$ cat config.mk
export PLATFORM = sky130hd
export DESIGN_NAME = mtm_alu_serializer
export DESIGN_NICKNAME = d
export VERILOG_FILES = /design/src/rtl/mtm_alu_pkg.sv /design/src/rtl/mtm_alu_crc3.sv /design/src/rtl/mtm_alu_serializer.sv
export SDC_FILE = /design/constraint.sdc
export NUM_CORES = 1
export LEC_CHECK = 0
export ABC_CLOCK_PERIOD_IN_PS = 2000
export CAP_MARGIN = 5
export CORE_ASPECT_RATIO = 1.75
export CORE_MARGIN = 2
export CORE_UTILIZATION = 48
export DETAILED_ROUTE_END_ITERATION = 6
export PLACE_DENSITY = 0.81
export SLEW_MARGIN = 20
export SYNTH_ARGS = -nofsm -noshare
export SYNTH_HDL_FRONTEND = slang
export SYNTH_SLANG_ARGS = --single-unit
$ cat constraint.sdc
create_clock -name clk -period 2 [get_ports clk]
set_input_delay 0.4 -clock clk [delete_from_list [all_inputs] [get_ports clk]]
set_output_delay 0.4 -clock clk [all_outputs]
set_load 0.01 [all_outputs]
$ cat src/rtl/mtm_alu_pkg.sv
// Shared definitions for the serial ALU output path: frame type bits,
// CRC3 polynomial, flag bit positions, packet sizing and serializer states.
// Optional feature macro: MTM_ALU_SER_GAP_EN (adds the GAP state).
package mtm_alu_pkg;

  // Frame type bit carried right after the start bit
  localparam logic FRAME_DATA = 1'b0;
  localparam logic FRAME_CTL  = 1'b1;

  // CRC3 generator x^3 + x + 1 (implicit x^3 term)
  localparam logic [2:0] CRC3_POLY = 3'b011;

  // CRC input is {C, 1'b0, flags}
  localparam int unsigned CRC_IN_W = 37;

  // Positions inside the 4-bit flags word {carry, overflow, zero, negative}
  localparam int unsigned FLAG_CARRY    = 3;
  localparam int unsigned FLAG_OVERFLOW = 2;
  localparam int unsigned FLAG_ZERO     = 1;
  localparam int unsigned FLAG_NEGATIVE = 0;

  // Four data frames plus one control frame per result packet
  localparam int unsigned NUM_RESULT_FRAMES = 5;

  // Serializer states; each non-idle state names the bit currently on sout
  typedef enum logic [2:0] {
    ST_IDLE,
    ST_START,
    ST_TYPE,
    ST_DATA,
`ifdef MTM_ALU_SER_GAP_EN
    ST_STOP,
    ST_GAP
`else
    ST_STOP
`endif
  } ser_state_t;

endpackage

$ cat src/rtl/mtm_alu_crc3.sv
// Combinational CRC3 (x^3 + x + 1, init 000) over a 37-bit vector, MSB first.
module mtm_alu_crc3
  import mtm_alu_pkg::*;
(
  input  logic [CRC_IN_W-1:0] data,
  output logic [2:0]          crc
);

  logic [2:0] acc;
  logic       fb;

  // Bit-serial LFSR unrolled over the whole input vector
  always_comb begin
    acc = '0;
    fb  = 1'b0;
    for (int unsigned i = 0; i < CRC_IN_W; i++) begin
      fb  = acc[2] ^ data[CRC_IN_W-1-i];
      acc = {acc[1:0], 1'b0} ^ (fb ? CRC3_POLY : 3'b000);
    end
    crc = acc;
  end

endmodule

$ cat src/rtl/mtm_alu_serializer.sv
// Output stage of the serial ALU: captures one result (C + flags, with CRC3)
// or one error control byte and shifts it out MSB-first as 11-bit frames
// {start 0, type, data[7:0], stop 1}. Line idles high.
// Optional feature macro: MTM_ALU_SER_GAP_EN inserts GAP_BITS idle-high bits
// after every stop bit.
module mtm_alu_serializer
  import mtm_alu_pkg::*;
#(
  parameter int unsigned GAP_BITS = 2
)
(
  input  logic        clk,
  input  logic        rst,
  input  logic        valid_in,
  input  logic        err_in,
  input  logic [31:0] C_in,
  input  logic [3:0]  flags_in,
  input  logic [7:0]  err_frame_in,
  output logic        ready_out,
  output logic        sout
);

  localparam logic [2:0] LAST_RESULT_FRAME = 3'(NUM_RESULT_FRAMES - 1);

  ser_state_t  state;
  logic [39:0] shreg;
  logic [2:0]  bit_cnt;
  logic [2:0]  frame_cnt;
  logic        is_err;
  logic [2:0]  crc;
  logic [7:0]  ctl_byte;
  logic        last_frame;
  logic        frame_type;

`ifdef MTM_ALU_SER_GAP_EN
  localparam int unsigned GAP_W = (GAP_BITS > 1) ? $clog2(GAP_BITS) : 1;
  logic [GAP_W-1:0] gap_cnt;
`endif

  mtm_alu_crc3 u_crc3 (
    .data ({C_in, 1'b0, flags_in}),
    .crc  (crc)
  );

  assign ctl_byte = {1'b0, flags_in[FLAG_CARRY], flags_in[FLAG_OVERFLOW],
                     flags_in[FLAG_ZERO], flags_in[FLAG_NEGATIVE], crc};

  // Terminal frame is decoded explicitly so the frame counter never wraps
  assign last_frame = is_err ? (frame_cnt == 3'd0) : (frame_cnt == LAST_RESULT_FRAME);
  assign frame_type = (is_err || (frame_cnt == LAST_RESULT_FRAME)) ? FRAME_CTL : FRAME_DATA;

  // Packet FSM with registered sout/ready_out; state names the bit on sout
  always_ff @(posedge clk) begin
    if (rst) begin
      state     <= ST_IDLE;
      sout      <= 1'b1;
      ready_out <= 1'b1;
      bit_cnt   <= '0;
      frame_cnt <= '0;
      shreg     <= '0;
      is_err    <= 1'b0;
`ifdef MTM_ALU_SER_GAP_EN
      gap_cnt   <= '0;
`endif
    end else begin
      case (state)
        ST_IDLE: begin
          if (valid_in && ready_out) begin
            ready_out <= 1'b0;
            sout      <= 1'b0;
            state     <= ST_START;
            frame_cnt <= '0;
            is_err    <= err_in;
            shreg     <= err_in ? {err_frame_in, 32'h0} : {C_in, ctl_byte};
          end
        end
        ST_START: begin
          sout  <= frame_type;
          state <= ST_TYPE;
        end
        ST_TYPE: begin
          sout    <= shreg[39];
          shreg   <= {shreg[38:0], 1'b0};
          bit_cnt <= 3'd7;
          state   <= ST_DATA;
        end
        ST_DATA: begin
          if (bit_cnt == 3'd0) begin
            sout  <= 1'b1;
            state <= ST_STOP;
          end else begin
            sout    <= shreg[39];
            shreg   <= {shreg[38:0], 1'b0};
            bit_cnt <= bit_cnt - 3'd1;
          end
        end
`ifdef MTM_ALU_SER_GAP_EN
        ST_STOP: begin
          sout    <= 1'b1;
          gap_cnt <= GAP_W'(GAP_BITS - 1);
          state   <= ST_GAP;
        end
        ST_GAP: begin
          if (gap_cnt != '0) begin
            gap_cnt <= gap_cnt - 1'b1;
          end else if (last_frame) begin
            state     <= ST_IDLE;
            ready_out <= 1'b1;
            sout      <= 1'b1;
            frame_cnt <= '0;
          end else begin
            frame_cnt <= frame_cnt + 3'd1;
            sout      <= 1'b0;
            state     <= ST_START;
          end
        end
`else
        ST_STOP: begin
          if (last_frame) begin
            state     <= ST_IDLE;
            ready_out <= 1'b1;
            sout      <= 1'b1;
            frame_cnt <= '0;
          end else begin
            frame_cnt <= frame_cnt + 3'd1;
            sout      <= 1'b0;
            state     <= ST_START;
          end
        end
`endif
        default: begin
          state     <= ST_IDLE;
          sout      <= 1'b1;
          ready_out <= 1'b1;
        end
      endcase
    end
  end

endmodule
==> out/qor.txt <==
Synth Area in Simple Gates: 25.0%
Pins Over Slew Limit: 0
I/O pin count: 50
Drt first pass iters: 5
Syn Area/Cell: 8.23 sq um
Global-route wire length before repair: 12.5 mm
Total clock sinks: 52
Largest net degree at the start of global routing: 53
Syn. warnings: 0
VDD IR-drop max: 0.486 mV
Leak: 1.48 nW
Initial core utilization: 49.4%
Largest family of logic cells by synthesized area: simple AND/OR/NAND/NOR gates
Post-synthesis mux area share: 2.76%
Post-Synth Adder-Cell Area: 1.72%
Worst path cell trace: dlygate4sd2_1, xnor2_2, buf_4, xnor2_1, xnor3_2, buf_4, xnor2_1, a221oi_1, nor3_1
Setup WS pre-CTS: -555 ps
Placed cells: 475
Fill cells: 512
Worst Path Buf+Inv: 3
Area occupied by multi-input gates: 0.00181 sq mm
Total wire length: 7.50 mm
Unrepaired setup endpoints after global routing: true
Initial antenna violation count: 0
Vias per Instance: 5.66
Max Cap Viol: 0
RD Place Congestion: 0.889
DRT antenna net count: 0
Insertion delay to the later sink of the worst-skew pair: 310 ps
Clock Path Buffers: 2
HP Class: flip-flop to flip-flop
Layout cell share with drive strength beyond 1: 12.8%
Post-layout util: 64.3%
Global-route usage over all layers: 23.5%
Slowest CP cell: xnor3_2
Port buffer count: 49
Row Count: 37
Seq/Total Area, Yosys: 35.8%
Nets: 457
Post-Syn Area: 0.00290 sq mm
Setup violators final: 0
Total Die Area: 0.00671 sq mm
Fin. Hold Viols: 0
CTS tree: built
DR WL/cell: 15.5 um
FFs w/ async S/R, synth: 0%
Distinct cells, synth: 39
Kind of critical path: primary input to flip-flop
Number of remaining DRC errors: 0
Final period utilization: 97.6%
Inserted Clock Buffers: 5
Die width: 62.8 um
Total gr overflow: 0
H-tree levels: 2
CP required: 2200 ps
Post-Syn Nets: 405
Via count: 2,733
Fin crit period: 1950 ps
Post-Layout Inst Area: 0.00378 sq mm
Max incr delay on CP: 460 ps
Register area: 0.00104 sq mm
CP delay by family, top: XOR/XNOR gates
Starting DRT DRC Count: 116
CP arrival: 2150 ps
Critical Path Start Type: primary input
Final worst slack: 47.7 ps
Area Overhead vs Synth: 30.2%
Xor-xnor portion of the synthesized cell area: 13.0%
Area after DPL: 0.00362 sq mm
Status: finished, final reports clean
Compound-cell area share of the yosys netlist: 16.8%
Slew HR: 72.9%
Top_reg_cell synth: dfxtp_1
Setup crit end kind: flip-flop
Root Driver: clkbuf_8
EDFF count, synth: 0
Commonest non-fill, non-tap cell in the layout: dfxtp_1
FF+latch count, synth: 52
Vias in the first global route: 2,697
Power Dens Cells: 816 mW/mm^2
Clk pin slew, worst setup/hold paths: 90 ps
Post-DP HPWL: 5.46 mm
Die Ht: 107 um
Slew at the pin with the worst max-slew slack: 402 ps
Final cell count without fillers: 483
N_diodes: 0
Gate count of the mapped netlist: 353
Fmax: 0.512 GHz
Most frequent cells in the layout: 51 x dfxtp_1, 43 x nor2_1, 35 x nor3_1, 35 x clkdlybuf4s50_1, 31 x a211oi_1
CORE AREA: 0.00588 sq mm
Clock skew: 9.86 ps
Crit-path max FO: 2
-- synthesized netlist by cell type, types with 2 or more instances --
library cell | number | share of area (%)
a211oi_1 | 31 | 8.0
a21oi_1 | 19 | 3.3
buf_2 | 2 | 0.34
clkbuf_1 | 27 | 3.5
dfxtp_1 | 52 | 36
ha_1 | 4 | 1.7
inv_1 | 7 | 0.90
mux2i_1 | 8 | 2.8
nand2_1 | 28 | 3.6
nand2b_1 | 2 | 0.43
nand3_1 | 4 | 0.69
nor2_1 | 45 | 5.8
nor3_1 | 35 | 6.0
nor3b_1 | 27 | 7.0
o211ai_1 | 8 | 2.1
o21ai_0 | 3 | 0.52
xnor2_1 | 24 | 7.2
xnor3_1 | 3 | 2.3
xor2_1 | 4 | 1.2
-- stage by stage --
step / TNS (ps) / power [mW] / hold slack (ps)
after floorplan: 0 / 2.07 / 433
final: 0 / 3.09 / 458
after CTS: 0 / 3.09 / 460
after global routing: -36.3 / 3.27 / 481
after detailed placement: -1510 / 2.50 / 446
after global placement: -1280 / 2.46 / 443
-- kinds of logic (layout without fill, tap and decap cells) --
group / after synthesis / count (layout)
adders and majority gates: 4 / 4
muxes: 8 / 8
DFF: 52 / 52
buffers and inverters: 37 / 89
xor gates and xnor gates: 34 / 34
and+or+nand+nor: 147 / 147
AOI/OAI and AO/OA: 71 / 71
-- per-layer routing --
layer / vias up / track usage [%] / routed length (um) / share of wire [%]
met1: 1291 / 26.5 / 2910 / 39
li1: 1335 / - / - / -
met5: - / 0 / 0 / 0
met4: 0 / 10.5 / 234 / 3.1
met3: 19 / 3.25 / 269 / 3.6
met2: 88 / 43.3 / 4090 / 55
-- path summary, 6_finish.rpt --
path	start	to	slack, ps	cells after the start
setup / recovery	C_in[31]	shreg[1]	50	9
hold / removal	shreg[35]	shreg[35]	460	2
setup reg to reg	frame_cnt[0]	frame_cnt[2]	110	6
hold reg to reg	shreg[35]	shreg[35]	460	2
-- tightest hold or removal path, delay by kind of cell (launching register included) --
family             cells  cell delay [ps]
AOI/OAI and AO/OA      1               50
DFF                    1              320
and+or+nand+nor        1               50
-- where the power goes --
part / total [mW] / internal [mW] / switching, mW / leakage, nW
registers: 1.29 / 1.19 / 0.0956 / 0.429
logic: 1.22 / 0.622 / 0.597 / 1.01
clock network: 0.583 / 0.238 / 0.345 / 0.0400
total: 3.09 / 2.05 / 1.04 / 1.48
-- flip-flops by register name (all words and copies together) (netlist names) --
register / cells
is_err: 1
shreg: 40
ready_out: 1
sout: 1
frame_cnt: 3
state: 3
bit_cnt: 3
-- final cells by class --
type / instances / area share (%)
clock buffer: 5 / 1.82
multi-input combinational: 264 / 47.7
inverter: 7 / 0.695
sequential: 52 / 27.6
timing repair buffer: 75 / 19.3
clock inverter: 2 / 0.331
tap: 78 / 2.58
-- repair_timing --
action                     in CTS  in global routing
hold buffers                    0                  0
setup endpoints to repair       3                 26
setup buffers                   1                  0
gates resized for setup        18                 11
pin swaps                       9                  3
(Power assumes the default switching activity.)
